$ cat src/rtl/axi_scale_complex_pkg.sv
// Shared constants for the axi_scale_complex gain stage: output width rule,
// reset gain value and the pipeline stage indices.
package axi_scale_complex_pkg;

  localparam int STAGE_S1   = 0;
  localparam int STAGE_S2   = 1;
  localparam int STAGE_S3   = 2;
  localparam int NUM_STAGES = 3;

  // One extra bit over the product width so that (-2^(W-1))^2 + (-2^(W-1))^2 fits.
  function automatic int width_out(input int width_in, input int width_coef);
    return width_in + width_coef + 1;
  endfunction

  // Largest positive coefficient, i.e. unity gain in Q(WIDTH_COEF-1) format.
  function automatic longint reset_gain_i(input int width_coef);
    return (longint'(1) <<< (width_coef - 1)) - 1;
  endfunction

endpackage

$ cat src/rtl/axi_scale_complex_cmult.sv
// cmult_core: S2 products and S3 add/subtract of the complex gain, plus the
// valid/tlast shift for all three stages, all advancing on a shared enable.
module cmult_core
  import axi_scale_complex_pkg::*;
#(
  parameter int WIDTH_IN   = 16,
  parameter int WIDTH_COEF = 16,
  parameter int WIDTH_OUT  = 33
) (
  input  logic                  clk,
  input  logic                  reset,
  input  logic                  en,
  input  logic                  in_valid,
  input  logic                  in_last,
  input  logic [WIDTH_IN-1:0]   a_i,
  input  logic [WIDTH_IN-1:0]   a_q,
  input  logic [WIDTH_COEF-1:0] g_i,
  input  logic [WIDTH_COEF-1:0] g_q,
  output logic                  out_valid,
  output logic                  out_last,
  output logic [WIDTH_OUT-1:0]  out_i,
  output logic [WIDTH_OUT-1:0]  out_q
);

  localparam int WIDTH_PROD = WIDTH_IN + WIDTH_COEF;

  logic [NUM_STAGES-1:0]        valid_sr;
  logic [NUM_STAGES-1:0]        last_sr;
  logic signed [WIDTH_PROD-1:0] p_ii;
  logic signed [WIDTH_PROD-1:0] p_qq;
  logic signed [WIDTH_PROD-1:0] p_iq;
  logic signed [WIDTH_PROD-1:0] p_qi;

  // NOTE: every stage register uses <= so each stage samples its neighbour's
  // value from before the edge; blocking here would collapse the pipeline.
  always_ff @(posedge clk) begin
    if (reset) begin
      valid_sr <= '0;
      last_sr  <= '0;
    end else if (en) begin
      valid_sr[STAGE_S1] <= in_valid;
      valid_sr[STAGE_S2] <= valid_sr[STAGE_S1];
      valid_sr[STAGE_S3] <= valid_sr[STAGE_S2];
      last_sr[STAGE_S1]  <= in_last;
      last_sr[STAGE_S2]  <= last_sr[STAGE_S1];
      last_sr[STAGE_S3]  <= last_sr[STAGE_S2];
    end
  end

  // Operands are sign-extended to the product width first, so each product is exact.
  always_ff @(posedge clk) begin
    if (en) begin
      p_ii <= WIDTH_PROD'($signed(a_i)) * WIDTH_PROD'($signed(g_i));
      p_qq <= WIDTH_PROD'($signed(a_q)) * WIDTH_PROD'($signed(g_q));
      p_iq <= WIDTH_PROD'($signed(a_i)) * WIDTH_PROD'($signed(g_q));
      p_qi <= WIDTH_PROD'($signed(a_q)) * WIDTH_PROD'($signed(g_i));
    end
  end

  always_ff @(posedge clk) begin
    if (reset) begin
      out_i <= '0;
      out_q <= '0;
    end else if (en) begin
      out_i <= WIDTH_OUT'(p_ii) - WIDTH_OUT'(p_qq);
      out_q <= WIDTH_OUT'(p_iq) + WIDTH_OUT'(p_qi);
    end
  end

  assign out_valid = valid_sr[STAGE_S3];
  assign out_last  = last_sr[STAGE_S3];

endmodule

$ cat src/rtl/axi_scale_complex.sv
// axi_scale_complex: AXI-Stream IQ samples times a runtime complex gain, full precision.
// Define AXI_SCALE_COMPLEX_SYNC_GAIN_EN to apply gain writes only at packet starts.
module axi_scale_complex
  import axi_scale_complex_pkg::*;
#(
  parameter int  WIDTH_IN   = 16,
  parameter int  WIDTH_COEF = 16,
  localparam int WIDTH_OUT  = width_out(WIDTH_IN, WIDTH_COEF)
) (
  input  logic                    clk,
  input  logic                    reset,
  input  logic                    set_stb,
  input  logic [2*WIDTH_COEF-1:0] set_data,
  input  logic [2*WIDTH_IN-1:0]   i_tdata,
  input  logic                    i_tlast,
  input  logic                    i_tvalid,
  output logic                    i_tready,
  output logic [2*WIDTH_OUT-1:0]  o_tdata,
  output logic                    o_tlast,
  output logic                    o_tvalid,
  input  logic                    o_tready
);

  localparam logic [2*WIDTH_COEF-1:0] RESET_GAIN =
    {WIDTH_COEF'(reset_gain_i(WIDTH_COEF)), {WIDTH_COEF{1'b0}}};

  logic                    en;
  logic                    accept;
  logic [2*WIDTH_COEF-1:0] gain;
  logic [2*WIDTH_COEF-1:0] gain_sel;
  logic [2*WIDTH_IN-1:0]   s1_a;
  logic [2*WIDTH_COEF-1:0] s1_g;
  logic [WIDTH_OUT-1:0]    out_i;
  logic [WIDTH_OUT-1:0]    out_q;

  // The whole pipeline moves as one; a stalled output freezes every stage.
  assign en       = o_tready | ~o_tvalid;
  assign i_tready = en;
  assign accept   = i_tvalid & en;

`ifdef AXI_SCALE_COMPLEX_SYNC_GAIN_EN
  logic [2*WIDTH_COEF-1:0] pending;
  logic                    first;

  // A packet's first beat takes the pending gain directly, so it sees the same
  // value that the active register adopts on that edge.
  assign gain_sel = first ? pending : gain;

  always_ff @(posedge clk) begin
    if (reset) begin
      gain    <= RESET_GAIN;
      pending <= RESET_GAIN;
      first   <= 1'b1;
    end else begin
      if (set_stb) pending <= set_data;
      if (accept) begin
        first <= i_tlast;
        if (first) gain <= pending;
      end
    end
  end
`else
  assign gain_sel = gain;

  always_ff @(posedge clk) begin
    if (reset) begin
      gain <= RESET_GAIN;
    end else if (set_stb) begin
      gain <= set_data;
    end
  end
`endif

  // NOTE: S1 data registers have no reset; bubbles may carry stale data, and
  // the valid shift in cmult_core is what marks a beat as real.
  always_ff @(posedge clk) begin
    if (en) begin
      s1_a <= i_tdata;
      s1_g <= gain_sel;
    end
  end

  cmult_core #(
    .WIDTH_IN   (WIDTH_IN),
    .WIDTH_COEF (WIDTH_COEF),
    .WIDTH_OUT  (WIDTH_OUT)
  ) u_cmult (
    .clk       (clk),
    .reset     (reset),
    .en        (en),
    .in_valid  (accept),
    .in_last   (i_tlast),
    .a_i       (s1_a[2*WIDTH_IN-1:WIDTH_IN]),
    .a_q       (s1_a[WIDTH_IN-1:0]),
    .g_i       (s1_g[2*WIDTH_COEF-1:WIDTH_COEF]),
    .g_q       (s1_g[WIDTH_COEF-1:0]),
    .out_valid (o_tvalid),
    .out_last  (o_tlast),
    .out_i     (out_i),
    .out_q     (out_q)
  );

  assign o_tdata = {out_i, out_q};

endmodule

$ cat config.mk
export PLATFORM = sky130hd
export DESIGN_NAME = axi_scale_complex
export DESIGN_NICKNAME = d
export VERILOG_FILES = /design/src/rtl/axi_scale_complex_pkg.sv /design/src/rtl/axi_scale_complex_cmult.sv /design/src/rtl/axi_scale_complex.sv
export SDC_FILE = /design/constraint.sdc
export NUM_CORES = 2
export LEC_CHECK = 0
export BUFFER_PORTS_ARGS = -buffer_cell sky130_fd_sc_hd__buf_2
export CORE_UTILIZATION = 30
export DETAILED_ROUTE_END_ITERATION = 10
export GPL_TIMING_DRIVEN = 1
export PLACE_DENSITY_LB_ADDON = 0.12
export SYNTH_ARGS = -nofsm -noshare
export SYNTH_HDL_FRONTEND = slang
export SYNTH_SLANG_ARGS = --single-unit
$ cat constraint.sdc
create_clock -name clk -period 7.8 [get_ports clk]
set_clock_uncertainty 0.1 [all_clocks]
set_input_delay 0.39 -clock clk [delete_from_list [all_inputs] [get_ports clk]]
set_output_delay 0.39 -clock clk [all_outputs]
set_load 0.01 [all_outputs]
==> results by stage <==
Run status:
- The run finished with clean final reports.

Routing:
- The detail route stage leaves a number of antenna-violating nets equal to 0.
- The vias after detailed routing is ~37000.
- Before antenna repair, the detailed router went through 5 iterations.
- The number of vias per cell after detailed routing is ~4.6.
- The count of routing violations after the opening detailed-route iteration is 2064.
- The post-detailed-route DRC marker count is 0.
- After detailed routing, the total wire length is between 150000 and 200000 µm.
- The routed length per instance is between 20 and 25 µm.

Global routing:
- The number of antenna violations at the first check in global routing was 22.
- The via count of the first global-routing pass is between 30000 and 40000.
- The combined global-route utilization of all metal layers is about a fifth.
- The maximum number of pins on one net before global-route repair is roughly 110.
- The first global-routing pass estimated about 250000 µm of wire.
- For this run the aggregate overflow at the end of global routing stands at 0.

Synthesis:
- Synthesis produced 5447 cells.
- The proportion of synthesized area in mux cells is less than 1%.
- The area fraction in compound gates after synthesis is under 10%.
- The number of nets handed over by synthesis was between 6000 and 7000.
- By area, the combinational part of the netlist is dominated by adder cells.
- The basic-gate share of the synthesized area counting and, or, nand and nor cells is between 10% and 20%.
- Counting flops with an async set or reset pin after synthesis yields a share of 0%.
- The synthesized netlist occupies a cell area of 52050 µm².
- In this run the mean area of a mapped cell was 9.555 µm².
- Of the total synthesized cell area, the portion taken by XOR and XNOR cells is 3.012%.
- The number of flops mapped to enable cells by yosys is between 150 and 200.
- Counting distinct cell types in the post-synthesis netlist gives a little under 80.
- The most instantiated flip-flop cell in the synthesis netlist is edfxtp_1.
- Of the synthesized area, sequential elements account for between 10% and 20%.
- The number of warning messages in the yosys log is 0.
- The number of register bits inferred by synthesis is 296.
- Of the total synthesized cell area, the portion taken by full adders, half adders and majority gates is between 40% and 50%.

CTS:
- The source-to-sink clock delay at the later pin of the worst-skew pair is 0.65 ns.
- After clock tree synthesis, the clock-pin slew on the worst setup and hold paths is about 0.060 ns.
- The number of clock sinks is roughly 300.
- The root buffer selected by CTS is clkbuf_16.
- The number of clock buffers added by TritonCTS is 46.
- The TritonCTS clock tree is yes.
- In this run the deepest clock path goes through 3 buffers.
- The number of levels in the clock H-tree is 2.

Critical path:
- The setup slack of the most critical reg-to-reg path is around 0.28 ns.
- The kind of critical path is reg2reg.
- The category of the worst setup path capture point is a flop.
- The critical path starts at s1_a[8]$_DFFE_PN_.
- The capture point of the worst reg-to-reg path is u_cmult.p_qi[30]$_DFFE_PN_.
- Of all nets on the critical path, the largest fanout is 15.
- The start of the worst register-to-register path is s1_a[8]$_DFFE_PN_.
- At the worst endpoint, the required time is roughly 8 ns.
- For the worst setup path, the data arrival time is about 8 ns.
- The launching element type of the critical path is a flop.
- The length in cells of the worst reg-to-reg path is 21.

Timing:
- Setup repair after global routing left no endpoint under its margin.
- After layout, the minimum clock period comes to around 7.5 ns.
- The number of pins with negative max-slew slack in the final report is 0.
- The worst-margin pin slew is 1.174 ns.
- For the final routed database, the setup TNS stands at 0 ns.
- The worst pin sits at a relative slew slack of between 20% and 30%.
- The maximum clock frequency is around 130 MHz.
- The worst path meets setup with between 0.2 and 0.3 ns of slack.
- The final-report hold violation count came to 0.
- The total setup violations reported at the end of the flow is 0.
- The post-route fraction of the period consumed by the critical path is 96.43%.

Final layout:
- With fillers left out, the area of the finished cells amounts to a little under 60000 µm².
- The utilization after layout is between 30% and 40%.
- The total of fill cells in the finished design is approximately 18000.
- Of the cells placed in the final design, the portion with a size suffix greater than 1 is 7.405%.
- The library cells used most frequently in the layout, excluding fill and tap cells, are 1219 x inv_1, 1050 x fa_1, 625 x nand2_1.
- From synthesis to final layout, the design area changed by 12.63%.
- The final layout contains just over 7000 nets.
- Leaving out fill and tap cells, the most frequent cell in the layout is inv_1.

Hold path:
- The type of the tightest min-delay check is in2reg.
- The worst hold path passes through 2 cells.
- For hold timing, the worst endpoint is u_cmult.valid_sr[2]$_SDFFE_PP0N_.
- In this run the most critical hold path is launched from reset.

Floorplanning:
- The die height is about 420 µm.
- The region available for standard cell placement spans 171900 µm².
- In this run the count of I/O pins placed on the die edge is roughly 140.
- The starting density of the core is a little under a third.
- Measured along the x axis, the die boundary spans 418.5 µm.
- The number of standard-cell rows in the floorplan is about 150.
- The area of the die is 175200 µm².

Place:
- The standard cell area after detailed placement is 56440 µm².
- The post-detailed-placement half-perimeter wirelength is 132100 µm.
- At the placement stage, the worst setup path has a slack of between 0.07 and 0.08 ns.
- The count of buffers added on input and output ports is approximately 140.
- Routability-driven placement finished with a final weighted congestion of a little under 0.9.

Flow run:
- Max-cap violations in this run came to 0.
worst max-delay path by stage:
stage / slack (ns) / cells after the start / endpoint
after floorplan: 0.74 / 5 / u_cmult.out_q[12]$_SDFFE_PP0N_
after global routing: 0.002 / 21 / u_cmult.p_qi[30]$_DFFE_PN_
after CTS: 0.05 / 19 / u_cmult.p_qi[26]$_DFFE_PN_
after detailed placement: 0.08 / 19 / u_cmult.p_qi[26]$_DFFE_PN_
final: 0.28 / 21 / u_cmult.p_qi[30]$_DFFE_PN_
after global placement: 0.05 / 20 / u_cmult.p_qi[26]$_DFFE_PN_
through the flow:
step                      hold slack (ns)  std cells
after floorplan                    0.3076       5447
after global placement             0.3095       7843
after detailed placement           0.3168       7843
after CTS                         0.04078       7994
after global routing              0.08734       7996
final                             0.08102       7999
layer usage:
layer	global-route usage, %	share of wire [%]
met4	3.154	1.6
met3	1.904	4.1
met5	0	0.019
met1	26.96	47
met2	31.50	47
state kept, by name, indices dropped and copies added (netlist names):
| signal | count |
|---|---|
| u_cmult.p_iq | 32 |
| u_cmult.last_sr | 3 |
| u_cmult.valid_sr | 3 |
| s1_g | 32 |
| u_cmult.p_qq | 32 |
| u_cmult.p_qi | 32 |
| u_cmult.out_q | 33 |
| gain | 32 |
| u_cmult.out_i | 33 |
| u_cmult.p_ii | 32 |
| s1_a | 32 |
Yosys cell counts (4+ instances only):
cell,count,area [µm²]
inv_1,1220,4579
fa_1,1050,21020
nand2_1,625,2346
and2_1,508,3178
ha_1,392,4905
clkbuf_1,224,840.8
edfxtp_1,192,5766
a21oi_1,169,845.8
nor2_1,158,593.1
xnor2_1,132,1156
dfxtp_1,104,2082
o21ai_0,91,455.4
a21o_1,77,578.1
nand3_1,47,235.2
xor2_1,47,411.6
nand2b_1,37,231.5
mux2i_1,33,330.3
a211oi_1,30,225.2
nor3_1,28,140.1
o21a_1,24,180.2
o21bai_1,23,172.7
o211ai_1,21,157.7
nand4_1,16,100.1
a31oi_1,15,93.84
and3_1,15,93.84
nor2b_1,15,93.84
or3_1,15,93.84
nor4_1,12,75.07
buf_1,10,37.54
o31ai_1,8,60.06
a311oi_1,6,52.55
o21ai_1,6,30.03
o22ai_1,6,37.54
and4_1,5,43.79
o2111ai_1,5,43.79
nand3b_1,4,30.03
o21ba_2,4,40.04
or4_1,4,30.03
layout make-up:
class / count / area, µm² / area share (%)
Tap cell: 2310 / 2890 / 4.930
Clock buffer: 55 / 1216 / 2.075
Inverter: 1221 / 4591 / 7.831
Timing Repair Buffer: 388 / 3039 / 5.184
Multi-Input combinational cell: 3695 / 38740 / 66.09
Sequential cell: 296 / 7848 / 13.39
Antenna cell: 4 / 10.01 / 0.01708
Clock inverter: 30 / 284.0 / 0.4845
worst max-delay path, stage by stage (launching register included):
cell	delay [ns]
edfxtp_1	0.77
and2_1	0.36
fa_1	0.53
inv_1	0.05
fa_1	0.48
fa_1	0.52
inv_1	0.05
fa_1	0.51
fa_1	0.49
inv_1	0.05
fa_1	0.47
inv_1	0.04
ha_1	0.35
nand2_1	0.27
o21ai_0	0.33
a21oi_2	0.47
a21oi_1	0.24
a22o_1	0.30
o41ai_2	0.39
o2111ai_1	0.19
a21oi_1	0.19
xnor2_1	0.09
what timing repair did:
item / 4_1_cts / 5_1_grt
setup endpoints to repair: 0 / 3
hold buffers: 66 / 0
buffers inserted: 0 / 1
gates resized for setup: 0 / 1
hold endpoints to repair: 66 / 0
logic make-up after synthesis:
| kind of cell | after synthesis |
|---|---|
| and+or+nand+nor | 1501 |
| AOI/OAI and AO/OA | 540 |
| adders and majority gates | 1442 |
| xor gates and xnor gates | 179 |
| muxes | 33 |
| DFF | 296 |
| buffers and inverters | 1456 |
Power is not shown: default switching activity piles up to over one toggle a cycle in this logic, so the estimate is an artifact.
